===== src/rtl/tap_pkg.sv =====
// Shared types, opcodes and constants for the JTAG TAP controller.
package tap_pkg;

  localparam int unsigned IrWidth = 5;
  localparam logic [31:0] IdcodeValue = 32'h1000_0001;
  localparam logic [IrWidth-1:0] IrCapture = 5'b00001;

  localparam logic [IrWidth-1:0] OpIdcode    = 5'b00010;
  localparam logic [IrWidth-1:0] OpReg1      = 5'b00100;
  localparam logic [IrWidth-1:0] OpReg2      = 5'b00101;
  localparam logic [IrWidth-1:0] OpReg3      = 5'b00110;
  localparam logic [IrWidth-1:0] OpRegClkByp = 5'b00111;
  localparam logic [IrWidth-1:0] OpRegObserv = 5'b01000;
  localparam logic [IrWidth-1:0] OpReg6      = 5'b01001;
  localparam logic [IrWidth-1:0] OpPmuWoCs   = 5'b11010;
  localparam logic [IrWidth-1:0] OpPmuWCs    = 5'b11011;
  localparam logic [IrWidth-1:0] OpBypass    = 5'b11111;

  typedef enum logic [3:0] {
    TestLogicReset,
    RunTestIdle,
    SelectDrScan,
    CaptureDr,
    ShiftDr,
    Exit1Dr,
    PauseDr,
    Exit2Dr,
    UpdateDr,
    SelectIrScan,
    CaptureIr,
    ShiftIr,
    Exit1Ir,
    PauseIr,
    Exit2Ir,
    UpdateIr
  } tap_state_e;

  // Which data register feeds td_o during Shift-DR.
  typedef enum logic [2:0] {
    SrcIdcode,
    SrcBypass,
    SrcMemory,
    SrcFifo,
    SrcConfreg,
    SrcClkByp,
    SrcObserv,
    SrcPmu
  } tap_src_e;

  function automatic tap_src_e decode_src(logic [IrWidth-1:0] ir);
    case (ir)
      OpIdcode:              return SrcIdcode;
      OpReg1:                return SrcMemory;
      OpReg2:                return SrcFifo;
      OpReg3:                return SrcConfreg;
      OpRegClkByp:           return SrcClkByp;
      OpRegObserv:           return SrcObserv;
      OpPmuWoCs, OpPmuWCs:   return SrcPmu;
      default:               return SrcBypass;
    endcase
  endfunction

endpackage


===== src/rtl/tap_fsm.sv =====
// IEEE 1149.1 16-state TAP controller state machine.
module tap_fsm
  import tap_pkg::*;
(
  input  logic       tck_i,
  input  logic       rst_ni,
  input  logic       tms_i,
  output tap_state_e state_o
);

  always_ff @(posedge tck_i or posedge rst_ni) begin
    if (rst_ni) begin
      state_o <= TestLogicReset;
    end else begin
      unique case (state_o)
        TestLogicReset: state_o <= tms_i ? TestLogicReset : RunTestIdle;
        RunTestIdle:    state_o <= tms_i ? SelectDrScan   : RunTestIdle;
        SelectDrScan:   state_o <= tms_i ? SelectIrScan   : CaptureDr;
        CaptureDr:      state_o <= tms_i ? Exit1Dr        : ShiftDr;
        ShiftDr:        state_o <= tms_i ? Exit1Dr        : ShiftDr;
        Exit1Dr:        state_o <= tms_i ? UpdateDr       : PauseDr;
        PauseDr:        state_o <= tms_i ? Exit2Dr        : PauseDr;
        Exit2Dr:        state_o <= tms_i ? UpdateDr       : ShiftDr;
        UpdateDr:       state_o <= tms_i ? SelectDrScan   : RunTestIdle;
        SelectIrScan:   state_o <= tms_i ? TestLogicReset : CaptureIr;
        CaptureIr:      state_o <= tms_i ? Exit1Ir        : ShiftIr;
        ShiftIr:        state_o <= tms_i ? Exit1Ir        : ShiftIr;
        Exit1Ir:        state_o <= tms_i ? UpdateIr       : PauseIr;
        PauseIr:        state_o <= tms_i ? Exit2Ir        : PauseIr;
        Exit2Ir:        state_o <= tms_i ? UpdateIr       : ShiftIr;
        UpdateIr:       state_o <= tms_i ? SelectDrScan   : RunTestIdle;
        default:        state_o <= TestLogicReset;
      endcase
    end
  end

endmodule


===== src/rtl/tap_top.sv =====
// JTAG TAP: instruction/data registers, sub-chain selects, td_o mux and PMU scan port.
module tap_top
  import tap_pkg::*;
(
  input  logic tck_i,
  input  logic rst_ni,
  input  logic tms_i,
  input  logic td_i,
  output logic td_o,
  output logic shift_dr_o,
  output logic update_dr_o,
  output logic capture_dr_o,
  output logic memory_sel_o,
  output logic fifo_sel_o,
  output logic confreg_sel_o,
  output logic clk_byp_sel_o,
  output logic observ_sel_o,
  output logic pmu_sel_o,
  output logic scan_in_o,
  output logic pmu_tdi_o,
  output logic pmu_tck_o,
  output logic pmu_rst_o,
  output logic pmu_en_o,
  input  logic memory_out_i,
  input  logic fifo_out_i,
  input  logic confreg_out_i,
  input  logic clk_byp_out_i,
  input  logic observ_out_i,
  input  logic pmu_tdo_i
);

  tap_state_e         state;
  logic [IrWidth-1:0] ir_shift_q;
  logic [IrWidth-1:0] ir_q;
  logic [IrWidth-1:0] ir_active;
  logic [31:0]        idcode_q;
  logic               bypass_q;
  logic               td_q;
  logic               dr_tdo;
  logic               gate_en;
  tap_src_e           src;

  tap_fsm u_fsm (
    .tck_i   (tck_i),
    .rst_ni  (rst_ni),
    .tms_i   (tms_i),
    .state_o (state)
  );

  always_ff @(posedge tck_i or posedge rst_ni) begin
    if (rst_ni) begin
      ir_shift_q <= '0;
      ir_q       <= OpIdcode;
      idcode_q   <= '0;
      bypass_q   <= 1'b0;
    end else begin
      case (state)
        TestLogicReset: ir_q <= OpIdcode;
        CaptureIr:      ir_shift_q <= IrCapture;
        ShiftIr:        ir_shift_q <= {td_i, ir_shift_q[IrWidth-1:1]};
        UpdateIr:       ir_q <= ir_shift_q;
        CaptureDr: begin
          idcode_q <= IdcodeValue;
          bypass_q <= 1'b0;
        end
        ShiftDr: begin
          idcode_q <= {td_i, idcode_q[31:1]};
          bypass_q <= td_i;
        end
        default: ;
      endcase
    end
  end

  // The register only reloads on the edge leaving Test-Logic-Reset, so force IDCODE while there.
  assign ir_active = (state == TestLogicReset) ? OpIdcode : ir_q;
  assign src       = decode_src(ir_active);

  assign memory_sel_o  = (src == SrcMemory);
  assign fifo_sel_o    = (src == SrcFifo);
  assign confreg_sel_o = (src == SrcConfreg);
  assign clk_byp_sel_o = (src == SrcClkByp);
  assign observ_sel_o  = (src == SrcObserv);
  assign pmu_sel_o     = (src == SrcPmu);

  assign shift_dr_o   = (state == ShiftDr);
  assign update_dr_o  = (state == UpdateDr);
  assign capture_dr_o = (state == CaptureDr);

  always_comb begin
    dr_tdo = bypass_q;
    case (src)
      SrcIdcode:  dr_tdo = idcode_q[0];
      SrcMemory:  dr_tdo = memory_out_i;
      SrcFifo:    dr_tdo = fifo_out_i;
      SrcConfreg: dr_tdo = confreg_out_i;
      SrcClkByp:  dr_tdo = clk_byp_out_i;
      SrcObserv:  dr_tdo = observ_out_i;
      SrcPmu:     dr_tdo = pmu_tdo_i;
      default:    dr_tdo = bypass_q;
    endcase
  end

  always_ff @(negedge tck_i or posedge rst_ni) begin
    if (rst_ni) begin
      td_q <= 1'b0;
    end else begin
      case (state)
        ShiftIr: td_q <= ir_shift_q[0];
        ShiftDr: td_q <= dr_tdo;
        default: td_q <= 1'b0;
      endcase
    end
  end

  assign td_o      = td_q;
  assign scan_in_o = td_i;
  assign pmu_tdi_o = td_i;

  // Low-phase latch: enable can only change while tck is low, so the gated clock never glitches.
  always_latch begin
    if (rst_ni) begin
      gate_en <= 1'b0;
    end else if (!tck_i) begin
      gate_en <= pmu_sel_o && (state == ShiftDr);
    end
  end

  assign pmu_tck_o = tck_i & gate_en;
  assign pmu_en_o  = (ir_active == OpPmuWCs) && (state == ShiftDr);
  assign pmu_rst_o = rst_ni | (state == TestLogicReset);

endmodule


===== config.mk =====
export PLATFORM = sky130hd
export DESIGN_NAME = tap_top
export DESIGN_NICKNAME = d
export VERILOG_FILES = /design/src/rtl/tap_pkg.sv /design/src/rtl/tap_fsm.sv /design/src/rtl/tap_top.sv
export SDC_FILE = /design/constraint.sdc
export NUM_CORES = 1
export LEC_CHECK = 0
export CAP_MARGIN = 40
export CORE_ASPECT_RATIO = 0.7
export CORE_MARGIN = 3
export CORE_UTILIZATION = 40
export CTS_CLUSTER_DIAMETER = 50
export CTS_CLUSTER_SIZE = 20
export DETAILED_ROUTE_END_ITERATION = 6
export SYNTH_ARGS = -nofsm -noshare
export SYNTH_HDL_FRONTEND = slang
export SYNTH_HIERARCHICAL = 1
export SYNTH_SLANG_ARGS = --single-unit
export TNS_END_PERCENT = 50

===== constraint.sdc =====
create_clock -name tck_i -period 3.4 [get_ports tck_i]
set_clock_uncertainty 0.15 [all_clocks]
set_input_delay 0.68 -clock tck_i [delete_from_list [all_inputs] [get_ports tck_i]]
set_output_delay 0.68 -clock tck_i [all_outputs]
set_load 0.005 [all_outputs]

==> results by group <==
Timing
  – Final setup viols: 3
  – Final worst setup slack: -66.9 ps
  – Worst slew pin tran: 390 ps
  – Setup TNS: -91.2 ps
  – Slew margin rel.: 73.9%
  – Max-slew violations: 0
  – RSZ-0062 raised after global routing: yes
  – Hold Vio Cnt, Final: 0

Yosys
  – Async SR Flop Fraction: approximately 98%
  – Top-area cell type share of the netlist area: 47.0%
  – Main synth FF type: dfrtp_1
  – Yosys warns: 6
  – Most numerous cell in the Yosys netlist: nand2_1
  – Top cells by count, synth: nand2_1 (76), dfrtp_1 (45), o21ai_0 (35), nor2_1 (13), clkbuf_1 (11)
  – Syn avg cell area: 8.49 sq um
  – Cells after Synth: 282
  – Seq cells post-synth: 48
  – Top post-synthesis cells by area: dfrtp_1 (47%), nand2_1 (12%), o21ai_0 (7.3%)
  – Syn nets: 292
  – EDFF count, synth: 0
  – Synth Cell Area: 2390 sq um
  – Netlist cell types: 45
  – Cell accounting for the most synthesized area: dfrtp_1

Critical path
  – Crit path max fanout: 1
  – Setup crit end kind: output pin
  – WP buf/inv: 1
  – Slowest stage delay, CP: 410 ps
  – Crit-path slowest cell: dfrtn_1
  – R2R Path Start: u_fsm/state_o[2]
  – Crit-path leading delay family: flip-flops
  – CP Cell Sequence: buf_2
  – Critical Path AT: 2640 ps
  – Worst EP required: 2570 ps
  – Nature of the critical path startpoint: flip-flop
  – R2R setup slack: 70 ps
  – Path depth of the worst reg2reg path: 4
  – WS Path Type: flip-flop to output pin
  – FF-to-FF End: td_o

Job
  – Max-cap violations: 0

Floorplan
  – # rows: 22
  – Starting Density: 43.5%
  – # IOs: 25
  – Die height: 70.7 microns
  – Core region area: 5510 sq um
  – Die width: between 90 and 100 microns
  – Die ar.: 6960 sq um

Routing
  – Wire length per cell: 12.9 microns
  – Drt first pass iters: 5
  – Via-to-Cell Ratio: 5.07
  – Number of remaining DRC errors: 0
  – Total number of vias: 1,979
  – Detail Route Antenna Nets: 0
  – DR iter-0 viols: 140
  – Post-detailed-routing wire length: 5.05 mm

Place
  – Buffers added on ports: 24
  – Routability Congestion: a little over 0.8
  – Placed wire-length estimate: 3.32 mm
  – Placed instance count: 373
  – Place WS: -287 ps

Final layout
  – Finished Layout Cells: 390
  – Syn-to-layout area delta: 23.4%
  – Filler cells: between 500 and 600
  – Final net count: 326
  – Share of layout cells above drive strength 1: 14.2%
  – Number of diodes: 0

Global routing
  – First-pass GRT wire length: 8.82 mm
  – GR Overflow Total: 0
  – GRT Overall Usage: roughly 16%
  – Initial antenna violation count: 0
  – Vias in the first global route: 1,862
  – Largest net degree at the start of global routing: 66

Min path
  – Worst Hold Class: primary input to clock gate
  – Hold Path Stages: 5
  – Min-delay src: rst_ni

Clock network
  – CTS tree: built
  – Clock Latency Late Sink: ~400 ps
  – Clock-pin slew on the worst setup and hold paths: 60 ps

Pwr
  – Cell area power density: between 600 and 700 nW/um^2
  – P_leak: 1.27 nW
  – Worst vdd ir: 285 uV

Run status
  – Status: finished with violations
  – Failing checks: negative setup slack
[through the flow]
step                utilization [%]  total power [W]  hold WS, ps  cell area, sq um
floorplan                         -          0.00127         -693              2400
global placement               50.0          0.00148         57.7              2750
detailed placement             50.0          0.00148         36.7              2750
CTS                            53.2          0.00202          254              2930
global route                   53.7          0.00218          321              2950
finish                         53.7          0.00202          230              2950
[worst max path at each step]
stage,start,end,cells after the start,slack [ps]
after CTS,td_o,td_o,1,-70
after global routing,td_o,td_o,1,-90
after detailed placement,confreg_out_i,td_o,5,-290
after floorplan,u_fsm/state_o[3],td_o,5,-20
after global placement,confreg_out_i,td_o,5,-280
final,td_o,td_o,1,-70
[layout by cell type (no fill, tap or decap), types with 2 or more instances in the layout]
cell type / count
a211o_1: 2
a21o_1: 2
a21oi_1: 6
and2_1: 2
and3_1: 5
buf_2: 2
buf_4: 22
clkbuf_8: 13
clkdlybuf4s50_1: 22
clkinvlp_4: 2
dfrtp_1: 45
inv_1: 4
nand2_1: 76
nand2b_1: 4
nand3_1: 6
nand3b_1: 3
nand4_1: 2
nand4b_1: 2
nor2_1: 13
nor2b_1: 4
nor3_1: 3
nor4_1: 2
nor4b_1: 2
nor4bb_1: 3
o21ai_0: 35
o21ai_1: 6
o221ai_1: 2
o22ai_1: 5
o31ai_1: 2
or3_1: 2
[report_power, final]
part / internal [W] / switching, W
Clock: 0.000316 / 0.000216
Combinational: 0.000318 / 0.000402
Sequential: 0.000674 / 0.0000974
[repair_timing]
item / CTS / global route
setup buffers: 0 / 2
resized for setup: 8 / 3
cloned: 0 / 0
endpoints found under the hold margin: 1 / 0
hold buffers: 1 / 0
setup endpoints to repair: 3 / 5
[sequential cells by signal, indices dropped and copies added, names as in the netlist]
signal and flops:
ir_q 5, ir_shift_q 5, u_fsm/state_o 4, idcode_q 32, gate_en 1, td_o 1
[layout make-up]
type                            instances  area [sq um]  share of cell area (%)
Multi-Input combinational cell        203          1050                    35.7
Sequential cell                        48          1190                    40.4
Clock buffer                           14           174                    5.89
Tap cell                               72          90.1                    3.05
Clock inverter                          1          7.51                   0.254
Inverter                                5          22.5                   0.762
Timing Repair Buffer                   47           414                    14.0
[logic make-up after synthesis]
family	after synthesis	share of synthesized area, %
XOR/XNOR	1	0.366
flip-flops	47	49.2
latches	1	0.627
multiplexers	1	0.470
buffers and inverters	31	6.48
AND/OR/NAND/NOR	135	27.0
AO/OA/AOI/OAI	66	15.9
[metal layers]
metal | share of wire [%] | wire, microns | track usage [%]
met1 | 54 | 2750 | 24.1
met2 | 40 | 2020 | 19.9
met3 | 5.1 | 257 | 6.40
met4 | 0.38 | 19 | 3.64
met5 | 0 | 0 | 0
No activity file was read; power rests on OpenSTA's default activity.
